<file path="src/rtl/xc_malu_ctrl_if.sv">
// Core/datapath-facing bus of the MALU controller: request handshake,
// datapath next-state values, packed adder operands/results and state outputs.
interface xc_malu_ctrl_if #(
  parameter int unsigned CW = 6
) ();
  logic          valid;
  logic          flush;
  logic          pw_32;
  logic          pw_16;
  logic          pw_8;
  logic          pw_4;
  logic          pw_2;
  logic          dp_ready;
  logic [63:0]   n_acc;
  logic [31:0]   n_arg_0;
  logic [31:0]   n_arg_1;
  logic [31:0]   padd_lhs;
  logic [31:0]   padd_rhs;
  logic          padd_sub;
  logic          padd_cin;
  logic          padd_cen;
  logic [31:0]   padd_result;
  logic [31:0]   padd_cout;
  logic [CW-1:0] count;
  logic [63:0]   acc;
  logic [31:0]   arg_0;
  logic [31:0]   arg_1;
  logic          busy;
  logic          ready;

  modport master (
    output valid, flush, pw_32, pw_16, pw_8, pw_4, pw_2, dp_ready,
           n_acc, n_arg_0, n_arg_1, padd_lhs, padd_rhs, padd_sub, padd_cin, padd_cen,
    input  padd_result, padd_cout, count, acc, arg_0, arg_1, busy, ready
  );

  modport slave (
    input  valid, flush, pw_32, pw_16, pw_8, pw_4, pw_2, dp_ready,
           n_acc, n_arg_0, n_arg_1, padd_lhs, padd_rhs, padd_sub, padd_cin, padd_cen,
    output padd_result, padd_cout, count, acc, arg_0, arg_1, busy, ready
  );
endinterface

</file>
<file path="src/rtl/xc_malu_ctrl.sv">
// Multi-cycle MALU sequencer: owns count/acc/arg state, steps it from the
// datapath, drives ready, and hosts the shared 32-bit packed adder.
module xc_malu_ctrl #(
  parameter int unsigned CW = 6
) (
  input  logic          i_clock,
  input  logic          i_reset,
  xc_malu_ctrl_if.slave io_malu
);

  localparam logic [CW-1:0] CNT_MAX = '1;

  typedef enum logic [1:0] {
    ST_IDLE = 2'd0,
    ST_RUN  = 2'd1,
    ST_DONE = 2'd2
  } state_t;

  state_t        r_state, w_state;
  logic [CW-1:0] r_count, w_count;
  logic [63:0]   r_acc, w_acc;
  logic [31:0]   r_arg_0, w_arg_0;
  logic [31:0]   r_arg_1, w_arg_1;
  logic          r_busy, w_busy;
  logic          r_ready, w_ready;

  logic [31:0]   w_bnd;
  logic [31:0]   w_rhs_e;
  logic [31:0]   w_sum;
  logic [31:0]   w_cout;
  logic          w_carry;
  logic          w_cin_bit;

  // Next-state and register update; flush overrides every state.
  always_comb begin
    w_state = r_state;
    w_count = r_count;
    w_acc   = r_acc;
    w_arg_0 = r_arg_0;
    w_arg_1 = r_arg_1;
    case (r_state)
      ST_IDLE: begin
        if (io_malu.valid) begin
          w_state = ST_RUN;
          w_count = '0;
          w_acc   = '0;
          w_arg_0 = '0;
          w_arg_1 = '0;
        end
      end
      ST_RUN: begin
        w_acc   = io_malu.n_acc;
        w_arg_0 = io_malu.n_arg_0;
        w_arg_1 = io_malu.n_arg_1;
        w_count = (r_count == CNT_MAX) ? r_count : r_count + CW'(1);
        if (io_malu.dp_ready) w_state = ST_DONE;
      end
      ST_DONE: begin
        if (!io_malu.valid) w_state = ST_IDLE;
      end
      default: w_state = ST_IDLE;
    endcase
    if (io_malu.flush) begin
      w_state = ST_IDLE;
      w_count = '0;
      w_acc   = '0;
      w_arg_0 = '0;
      w_arg_1 = '0;
    end
    w_busy  = (w_state == ST_RUN);
    w_ready = (w_state == ST_DONE);
  end

  always_ff @(posedge i_clock) begin
    if (i_reset) begin
      r_state <= ST_IDLE;
      r_count <= '0;
      r_acc   <= '0;
      r_arg_0 <= '0;
      r_arg_1 <= '0;
      r_busy  <= 1'b0;
      r_ready <= 1'b0;
    end else begin
      r_state <= w_state;
      r_count <= w_count;
      r_acc   <= w_acc;
      r_arg_0 <= w_arg_0;
      r_arg_1 <= w_arg_1;
      r_busy  <= w_busy;
      r_ready <= w_ready;
    end
  end

  // Element LSB positions for the selected packed width; none selected means 32.
  always_comb begin
    w_bnd = 32'h0000_0001;
    if (io_malu.pw_32)      w_bnd = 32'h0000_0001;
    else if (io_malu.pw_16) w_bnd = 32'h0001_0001;
    else if (io_malu.pw_8)  w_bnd = 32'h0101_0101;
    else if (io_malu.pw_4)  w_bnd = 32'h1111_1111;
    else if (io_malu.pw_2)  w_bnd = 32'h5555_5555;
  end

  // Ripple chain broken at element boundaries, or everywhere when cen is low.
  always_comb begin
    w_rhs_e   = io_malu.padd_rhs ^ {32{io_malu.padd_sub}};
    w_sum     = '0;
    w_cout    = '0;
    w_carry   = 1'b0;
    w_cin_bit = 1'b0;
    for (int i = 0; i < 32; i++) begin
      w_cin_bit = w_bnd[i] ? (io_malu.padd_cin | io_malu.padd_sub)
                           : (io_malu.padd_cen & w_carry);
      w_sum[i]  = io_malu.padd_lhs[i] ^ w_rhs_e[i] ^ w_cin_bit;
      w_cout[i] = (io_malu.padd_lhs[i] & w_rhs_e[i]) |
                  (io_malu.padd_lhs[i] & w_cin_bit)  |
                  (w_rhs_e[i] & w_cin_bit);
      w_carry   = w_cout[i];
    end
  end

  assign io_malu.padd_result = w_sum;
  assign io_malu.padd_cout   = w_cout;
  assign io_malu.count       = r_count;
  assign io_malu.acc         = r_acc;
  assign io_malu.arg_0       = r_arg_0;
  assign io_malu.arg_1       = r_arg_1;
  assign io_malu.busy        = r_busy;
  assign io_malu.ready       = r_ready;

endmodule
</file>
<file path="src/flat_wrapper.sv">
// flat-port wrapper written by rule: the top's interface ports become plain ports
module xc_malu_ctrl_flat 
#(
  parameter int unsigned CW = 6
)
  (i_clock, i_reset, io_malu_valid, io_malu_flush, io_malu_pw_32, io_malu_pw_16, io_malu_pw_8, io_malu_pw_4, io_malu_pw_2, io_malu_dp_ready, io_malu_n_acc, io_malu_n_arg_0, io_malu_n_arg_1, io_malu_padd_lhs, io_malu_padd_rhs, io_malu_padd_sub, io_malu_padd_cin, io_malu_padd_cen, io_malu_padd_result, io_malu_padd_cout, io_malu_count, io_malu_acc, io_malu_arg_0, io_malu_arg_1, io_malu_busy, io_malu_ready);
  xc_malu_ctrl_if #(.CW(CW)) io_malu_i ();
  input  logic i_clock;
  input  logic i_reset;
  input wire logic [$bits(io_malu_i.valid)-1:0] io_malu_valid;
  input wire logic [$bits(io_malu_i.flush)-1:0] io_malu_flush;
  input wire logic [$bits(io_malu_i.pw_32)-1:0] io_malu_pw_32;
  input wire logic [$bits(io_malu_i.pw_16)-1:0] io_malu_pw_16;
  input wire logic [$bits(io_malu_i.pw_8)-1:0] io_malu_pw_8;
  input wire logic [$bits(io_malu_i.pw_4)-1:0] io_malu_pw_4;
  input wire logic [$bits(io_malu_i.pw_2)-1:0] io_malu_pw_2;
  input wire logic [$bits(io_malu_i.dp_ready)-1:0] io_malu_dp_ready;
  input wire logic [$bits(io_malu_i.n_acc)-1:0] io_malu_n_acc;
  input wire logic [$bits(io_malu_i.n_arg_0)-1:0] io_malu_n_arg_0;
  input wire logic [$bits(io_malu_i.n_arg_1)-1:0] io_malu_n_arg_1;
  input wire logic [$bits(io_malu_i.padd_lhs)-1:0] io_malu_padd_lhs;
  input wire logic [$bits(io_malu_i.padd_rhs)-1:0] io_malu_padd_rhs;
  input wire logic [$bits(io_malu_i.padd_sub)-1:0] io_malu_padd_sub;
  input wire logic [$bits(io_malu_i.padd_cin)-1:0] io_malu_padd_cin;
  input wire logic [$bits(io_malu_i.padd_cen)-1:0] io_malu_padd_cen;
  output wire logic [$bits(io_malu_i.padd_result)-1:0] io_malu_padd_result;
  output wire logic [$bits(io_malu_i.padd_cout)-1:0] io_malu_padd_cout;
  output wire logic [$bits(io_malu_i.count)-1:0] io_malu_count;
  output wire logic [$bits(io_malu_i.acc)-1:0] io_malu_acc;
  output wire logic [$bits(io_malu_i.arg_0)-1:0] io_malu_arg_0;
  output wire logic [$bits(io_malu_i.arg_1)-1:0] io_malu_arg_1;
  output wire logic [$bits(io_malu_i.busy)-1:0] io_malu_busy;
  output wire logic [$bits(io_malu_i.ready)-1:0] io_malu_ready;
  assign io_malu_i.valid = io_malu_valid;
  assign io_malu_i.flush = io_malu_flush;
  assign io_malu_i.pw_32 = io_malu_pw_32;
  assign io_malu_i.pw_16 = io_malu_pw_16;
  assign io_malu_i.pw_8 = io_malu_pw_8;
  assign io_malu_i.pw_4 = io_malu_pw_4;
  assign io_malu_i.pw_2 = io_malu_pw_2;
  assign io_malu_i.dp_ready = io_malu_dp_ready;
  assign io_malu_i.n_acc = io_malu_n_acc;
  assign io_malu_i.n_arg_0 = io_malu_n_arg_0;
  assign io_malu_i.n_arg_1 = io_malu_n_arg_1;
  assign io_malu_i.padd_lhs = io_malu_padd_lhs;
  assign io_malu_i.padd_rhs = io_malu_padd_rhs;
  assign io_malu_i.padd_sub = io_malu_padd_sub;
  assign io_malu_i.padd_cin = io_malu_padd_cin;
  assign io_malu_i.padd_cen = io_malu_padd_cen;
  assign io_malu_padd_result = io_malu_i.padd_result;
  assign io_malu_padd_cout = io_malu_i.padd_cout;
  assign io_malu_count = io_malu_i.count;
  assign io_malu_acc = io_malu_i.acc;
  assign io_malu_arg_0 = io_malu_i.arg_0;
  assign io_malu_arg_1 = io_malu_i.arg_1;
  assign io_malu_busy = io_malu_i.busy;
  assign io_malu_ready = io_malu_i.ready;
  xc_malu_ctrl #(.CW(CW)) u_core (.i_clock(i_clock), .i_reset(i_reset), .io_malu(io_malu_i));
endmodule
</file>
<file path="config.mk">
export PLATFORM = sky130hd
export DESIGN_NAME = xc_malu_ctrl_flat
export DESIGN_NICKNAME = d
export VERILOG_FILES = /design/src/rtl/xc_malu_ctrl_if.sv /design/src/rtl/xc_malu_ctrl.sv /design/src/flat_wrapper.sv
export SDC_FILE = /design/constraint.sdc
export NUM_CORES = 1
export LEC_CHECK = 0
export ABC_AREA = 1
export BUFFER_PORTS_ARGS = -buffer_cell sky130_fd_sc_hd__buf_2
export CORE_AREA = 4 4 153 155
export CTS_CLUSTER_DIAMETER = 100
export DETAILED_ROUTE_END_ITERATION = 12
export DIE_AREA = 0 0 157 159
export GPL_TIMING_DRIVEN = 0
export RECOVER_POWER = 100
export REMOVE_ABC_BUFFERS = 1
export SYNTH_ARGS = -nofsm -noshare
export SYNTH_HDL_FRONTEND = slang
export SYNTH_SLANG_ARGS = --single-unit
</file>
<file path="constraint.sdc">
create_clock -name i_clock -period 59.1 [get_ports i_clock]
set_clock_uncertainty 0.1 [all_clocks]
set_input_delay 2.955 -clock i_clock [delete_from_list [all_inputs] [get_ports i_clock]]
set_output_delay 2.955 -clock i_clock [all_outputs]
set_load 0.005 [all_outputs]
</file>
==> summary.md, run 1 <==
| Metric | Value |
|---|---|
| Post-CTS setup repair buffer count | 0 |
| Vias in the first global route | 6,565 |
| Syn Area/Cell | 7.65 um2 |
| Share of cells above drive strength 1 | 0.240 |
| TritonCTS clock tree | built |
| Final Hold Vio Count | 0 |
| DR WL/cell | 15.8 um |
| DP Worst Slack | 32.54 ns |
| Critical Setup Path Class | input pin to primary output |
| GRT Overall Usage | 0.183 |
| Total CTS buffers | 17 |
| Power Density | 27.2 nW/um2 |
| HP Start | u_core.io_malu.acc[47] |
| Crit path time final | approximately 28 ns |
| Slowest-stage cell, CP | clkbuf_1 |
| Detailed Place HPWL | roughly 18,000 um |
| Slew headroom | -1.66 |
| Initial Util | 0.298 |
| Final worst slack | 31.19 ns |
| Status | finished with violations |
| First-pass GRT wire length | around 36,000 um |
| Fillers | between 2,000 and 2,500 |
| Cell family with the largest share of critical-path delay | adder cells |
| Slew Viols, Final | 299 |
| Core ar. | 21,800 um2 |
| CTS root buffer | clkbuf_16 |
| Hold Buf Count CTS | 0 |
| ANT nets after route | 0 |
| Mapped cell area | 6500 um2 |
| Worst skew pair latency | 0.41 ns |
| Critical Path Start | io_malu_padd_sub |
| Critical path fanouts, max | 33 |
| Violated checks | max-capacitance violations, max-slew violations |
| Part of the cycle the worst path needs | 0.472 |
| Max IR drop VDD | 0.0171 mV |
| H-tree levels | 4 |
| Fmax | 0.0358 GHz |
| Yosys top cell by area | dfxtp_1 |
| Clock transition at the registers of the reported paths | 0.07 ns |
| CP Capture Type | primary output |
| Area share of the largest cell type after synthesis | 0.425 |
| Worst Path Buf+Inv | 19 |
| Initial antenna violation count | 6 |
| DR DRC count | 0 |
| 1st-iter DRT viols | 310 |
| Rows | between 50 and 60 |
| Placed Instance Area | around 8600 um2 |
| Synth Warn # | 0 |
| Worst r2r src | u_core.r_state[1] |
| Chip height | roughly 160 um |
| Clock Path Buffers | 2 |
| Hold slack | 0.358 ns |
| Pre-Repair DR Iteration Count | 4 |
| Most common cell after layout, fill and taps aside | nand2_1 |
| CP max stage delay | ~1.7 ns |
| Die area | 25,000 um2 |
| Port bufs | between 400 and 500 |
| Worst Hold Class | flip-flop to flip-flop |
| Synthesis-to-layout area growth | 38.3% |
| Most frequent cells in the layout | 305 x nand2_1, 257 x buf_2, 146 x clkbuf_1 |
| Vias/cell | roughly 4.4 |
| GRT overflow | 0 |
| Syn Inst Count | 850 |
| Die width | about 160 um |
| Most used cell along the critical path | fa_1 |
| Drt total wl | 24,100 um |
| Clk sink count | 138 |
| Finished Layout Cells | 1,521 |
| Sequential fraction of the synthesis area | 0.425 |
| Total number of vias | 6,759 |
| Leak | 3.91 nW |
| Io pins | 405 |
| Total Power | roughly 0.24 mW |
| GPL Wtd Cong | 0.867 |
| Synthesized flop and latch total | 138 |
| Worst slew pin tran | 4.00 ns |
| Unique masters post-synth | 25 |
| Synth area leaders | dfxtp_1 42%, nand2_1 18%, a21oi_1 10% |
| Nets | 1,464 |
| Placed Cells incl. Taps | around 1,500 |
| Util after Layout | 0.412 |
| Data arrival, critical path | 24.85 ns |
| Max-cap violations | 5 |
| Setup TNS Final | 0 ns |
| Cts repair resizes | 0 |
| Final Cell Area | 8990 um2 |
| Final setup fails | 0 |
| Largest net degree at the start of global routing | between 90 and 100 |
| Unrepaired setup endpoints after global routing | false |
| WP data required | between 50 and 60 ns |
| Worst setup SP type | input pin |
==> registers in the layout, summed over array words and instances, names as in the netlist <==
register / cells
u_core.io_malu.arg_0: 32
u_core.io_malu.busy: 1
u_core.io_malu.acc: 64
u_core.io_malu.count: 6
u_core.io_malu.ready: 1
u_core.io_malu.arg_1: 32
u_core.r_state: 2
==> worst reg2reg max path, cell delays in order (launching register included) <==
cell and delay (ns):
dfxtp_1 0.34, inv_2 0.06, nand2_2 0.08, nand2_1 0.23, clkinvlp_2 0.98, clkbuf_1 2.87
nand2_1 0.23, a21oi_1 0.27
==> final timing paths <==
path	cells after the start	slack [ns]	endpoint
max reg2reg	7	53.82	u_core.io_malu.acc[51]
min reg2reg	2	0.36	u_core.io_malu.acc[47]
max	98	31.19	io_malu_padd_result[31]
min	2	0.36	u_core.io_malu.acc[47]
==> cells by family (layout without fill, tap and decap cells) <==
logic type	after synthesis	after routing	share of synthesized area
AOI/OAI and AO/OA	152	152	0.118
xor gates and xnor gates	32	32	0.0431
adders and majority gates	33	33	0.100
buffers and inverters	154	543	0.110
DFF	138	138	0.425
other	0	2	0
and+or+nand+nor	341	341	0.203
==> cell usage after synthesis <==
library cell  instances
or2_2                 1
o21ai_0              14
nand4_1               4
inv_1               101
dfxtp_1             138
a31oi_1               1
fa_1                 32
nor3_1                1
nor2_2                1
inv_2                 3
o21bai_1              1
xnor2_1              30
buf_4                 4
xor2_1                2
ha_1                  1
nand2_1             304
a211oi_1              2
clkbuf_1             14
nand2_2               2
nand3_1              11
a21oi_1             134
nor2_1               16
nand2_4               1
buf_6                13
buf_2                19
==> final cells by class <==
type,count,area [um2],area share
repair buffers,407,1870,0.208
clock buffers,18,439,0.0488
inverters,104,395,0.0440
multi-input cells,558,3020,0.335
clock inverters,14,151,0.0168
well taps,280,350,0.0390
flip-flops and latches,138,2760,0.307
diodes,2,5.00,0.000557
==> power breakdown <==
| group | leakage [nW] | internal, mW | switching (mW) | total [mW] |
|---|---|---|---|---|
| Combinational | 2.51 | 0.0171 | 0.0241 | 0.0412 |
| Sequential | 1.11 | 0.0943 | 0.000670 | 0.0950 |
| Clock | 0.286 | 0.0611 | 0.0474 | 0.109 |
| Total | 3.91 | 0.172 | 0.0722 | 0.245 |
==> per-layer routing <==
layer	part of all wire	GRT usage	vias up
met2	0.51	0.324	295
met1	0.38	0.205	3065
li1	-	-	3352
met3	0.096	0.0628	41
met5	0.0014	0	-
met4	0.021	0.0556	6
Power figures use the tool's default switching activity.
==> inputs of run 2 (changes only) <==
--- a/config.mk
+++ b/config.mk
@@ -5,12 +5,12 @@
 export SDC_FILE = /design/constraint.sdc
 export NUM_CORES = 1
 export LEC_CHECK = 0
-export ABC_AREA = 1
+export ABC_AREA = 0
 export BUFFER_PORTS_ARGS = -buffer_cell sky130_fd_sc_hd__buf_2
-export CORE_AREA = 4 4 153 155
+export CORE_AREA = 4 4 157 159
 export CTS_CLUSTER_DIAMETER = 100
 export DETAILED_ROUTE_END_ITERATION = 12
-export DIE_AREA = 0 0 157 159
+export DIE_AREA = 0 0 161 163
 export GPL_TIMING_DRIVEN = 0
 export RECOVER_POWER = 100
 export REMOVE_ABC_BUFFERS = 1
==> constraint.sdc (replaced) <==
create_clock -name i_clock -period 23.2 [get_ports i_clock]
set_clock_uncertainty 0.1 [all_clocks]
set_input_delay 1.16 -clock i_clock [delete_from_list [all_inputs] [get_ports i_clock]]
set_output_delay 1.16 -clock i_clock [all_outputs]
set_load 0.005 [all_outputs]
==> summary.md, run 2 <==
| Metric | Value |
|---|---|
| Violated checks | max-capacitance violations, max-slew violations |
| WP data required | 21.94 ns |
| Top-count cell post-synth | dfxtp_1 |
| Util after Layout | 0.386 |
| Status | finished with violations |
| Fmax | between 0.04 and 0.05 GHz |
| Post-synth EDFFs | 0 |
| Met2 wire length | 11,700 um |
| Synth area leaders | dfxtp_1 44%, a22oi_1 15%, fa_1 10% |
| Largest net degree at the start of global routing | 72 |
| Synth top cells by count | 138 x dfxtp_1, 136 x nor2_1, 128 x a22oi_1 |
| Final setup fails | 0 |
| Register Area | 2760 um2 |
| Worst slew pin tran | 3.66 ns |
| Core ar. | 23,300 um2 |
| DR WL/cell | 16.3 um |
| Slew headroom | -1.44 |
| Critical Setup Path Class | input pin to primary output |
| ANT nets after route | 0 |
| CP Capture Type | primary output |
| Mapped cell area | 6260 um2 |
| GRT Overall Usage | 0.165 |
| Part of the cycle the worst path needs | 0.953 |
| Power Density | 69.4 nW/um2 |
| Synthesis-to-layout area growth | 43.4% |
| Max-cap violations | 2 |
| Area share of the largest cell type after synthesis | 0.442 |
| H-tree levels | 4 |
| Ys async rst share | 0 |
| GPL Wtd Cong | 0.796 |
| Worst skew pair latency | 0.40 ns |
| 1st-iter DRT viols | 265 |
| Unrepaired setup endpoints after global routing | false |
| Yosys top cell by area | dfxtp_1 |
| Sequential fraction of the synthesis area | 0.442 |
| Chip height | 163 um |
| Post-CTS setup repair buffer count | 0 |
| Multi-input logic area | roughly 2900 um2 |
| Unique masters post-synth | 37 |
| Leak | 3.90 nW |
| Data arrival, critical path | around 21 ns |
| Initial antenna violation count | 3 |
| Detailed Place HPWL | 17,800 um |
| First-pass GRT wire length | roughly 34,000 um |
| Int Pwr | 0.450 mW |
| Synth Flop Type | dfxtp_1 |
| Pre-Repair DR Iteration Count | 5 |
| Synthesized flop and latch total | around 140 |
| CP max stage delay | approximately 0.5 ns |
| Initial Util | 0.269 |
| GRT overflow | 0 |
| Rows | 56 |
| Max FFs per register | 64 |
| Fillers | roughly 2,500 |
| Sequential share of power | 0.389 |
| Most frequent cells in the layout | 250 x buf_2, 155 x clkbuf_1, 138 x dfxtp_1 |
| Vias/cell | between 4 and 5 |
| Finished Layout Cells | between 1,000 and 1,500 |
| CTS root buffer | clkbuf_16 |
| Worst Path Buf+Inv | 19 |
| Total number of vias | just over 6,000 |
| Placed Cells incl. Taps | ~1,400 |
| Die area | 26,200 um2 |
| Max layer used | met4 |
| DP Worst Slack | 0.757 ns |
| Clock transition at the registers of the reported paths | around 0.06 ns |
| Most common cell after layout, fill and taps aside | buf_2 |
| Drt total wl | roughly 23,000 um |
| Die width | 161 um |
| Port bufs | 404 |
| Final Hold Vio Count | 0 |
| Io pins | 405 |
| Crit path time final | 22.12 ns |
| Slowest-stage cell, CP | clkbuf_4 |
| Share of cells above drive strength 1 | 0.273 |
| Syn Area/Cell | 9.11 um2 |
| Clk sink count | 138 |
| Vias in the first global route | roughly 6,100 |
| Worst setup SP type | input pin |
| Gate power share | 0.174 |
| Setup TNS Final | 0 ns |
| Max IR drop VDD | around 0.043 mV |
| M1 WL | around 8400 um |
| Sw Ratio | 0.277 |
| TritonCTS clock tree | built |
| Critical path fanouts, max | 33 |
| Cts repair resizes | 0 |
| Switching pwr | 0.173 mW |
| Syn Inst Count | 687 |
| Final worst slack | 1.08 ns |
| Nets | 1,304 |
| Clock share of power | 0.437 |
| DR DRC count | 0 |
| Total Power | around 0.62 mW |
| Cell family with the largest share of critical-path delay | adder cells |
| Met3 WL | 2520 um |
| Synth Warn # | 0 |
| Clock Path Buffers | 2 |
| Most used cell along the critical path | fa_1 |
| Hold Buf Count CTS | 0 |
| Worst Hold Class | flip-flop to flip-flop |
| Total CTS buffers | 17 |
| Slew Viols, Final | 138 |
run 2: cell types whose count changed in the layout (fill, tap and decap cells not counted), sizes merged, moves of 3 or more:
cell    change
nand2b      +3
nand4       -3
clkbuf      +9
a22oi     +128
nand3       -5
inv        -13
a21oi     -127
nand2     -286
buf         -5
nor2      +119
o21a       +13
o21ai      -11
run 2: worst min-delay path, stage by stage, from the launching register on:
cell	delay, ns
dfxtp_1	0.32
a22oi_1	0.07
nor2_1	0.07
run 2: metal layers:
layer,track usage,up-vias
li1,-,3020
met1,0.176,2891
met2,0.298,295
met3,0.0734,19
met4,0.0442,0
met5,0,-
run 2: logic make-up after synthesis:
family / synth area share
AOI/OAI and AO/OA: 0.190
xor gates and xnor gates: 0.0476
adders and majority gates: 0.104
buffers and inverters: 0.0964
DFF: 0.442
muxes: 0.00180
and+or+nand+nor: 0.118
run 2: layout make-up:
class	instances	share of cell area
multi-input combinational	407	0.322
tap	319	0.0445
clock inverter	14	0.0179
timing repair buffer	411	0.221
clock buffer	18	0.0478
antenna	3	0.000837
sequential	138	0.308
inverter	91	0.0381
run 2: path summary, 6_finish.rpt:
kind	slack, ns	to	cells past startpoint	start
worst min register to register	0.39	u_core.io_malu.arg_0[1]	2	u_core.io_malu.arg_0[1]
worst max-delay path	1.08	io_malu_padd_result[31]	84	io_malu_padd_sub
worst max register to register	21.29	u_core.io_malu.acc[8]	6	u_core.r_state[0]
worst min-delay path	0.39	u_core.io_malu.arg_0[1]	2	u_core.io_malu.arg_0[1]
run 2: power groups by stage:
| stage | sequential (mW) | combinational (mW) | clock, mW |
|---|---|---|---|
| after floorplan | 0.248 | 0.0506 | 0 |
| after CTS | 0.242 | 0.114 | 0.281 |
| final | 0.242 | 0.108 | 0.273 |
| after global routing | 0.242 | 0.122 | 0.291 |
| after global placement | 0.247 | 0.109 | 0 |
| after detailed placement | 0.247 | 0.114 | 0 |
run 2: stage by stage:
stage | instance area (um2) | hold WS [ns]
final | 8970 | 0.394
after global routing | 8970 | 0.420
after CTS | 9180 | 0.396
after detailed placement | 8590 | 0.377
after global placement | 8420 | 0.373
after floorplan | 5990 | 0.390
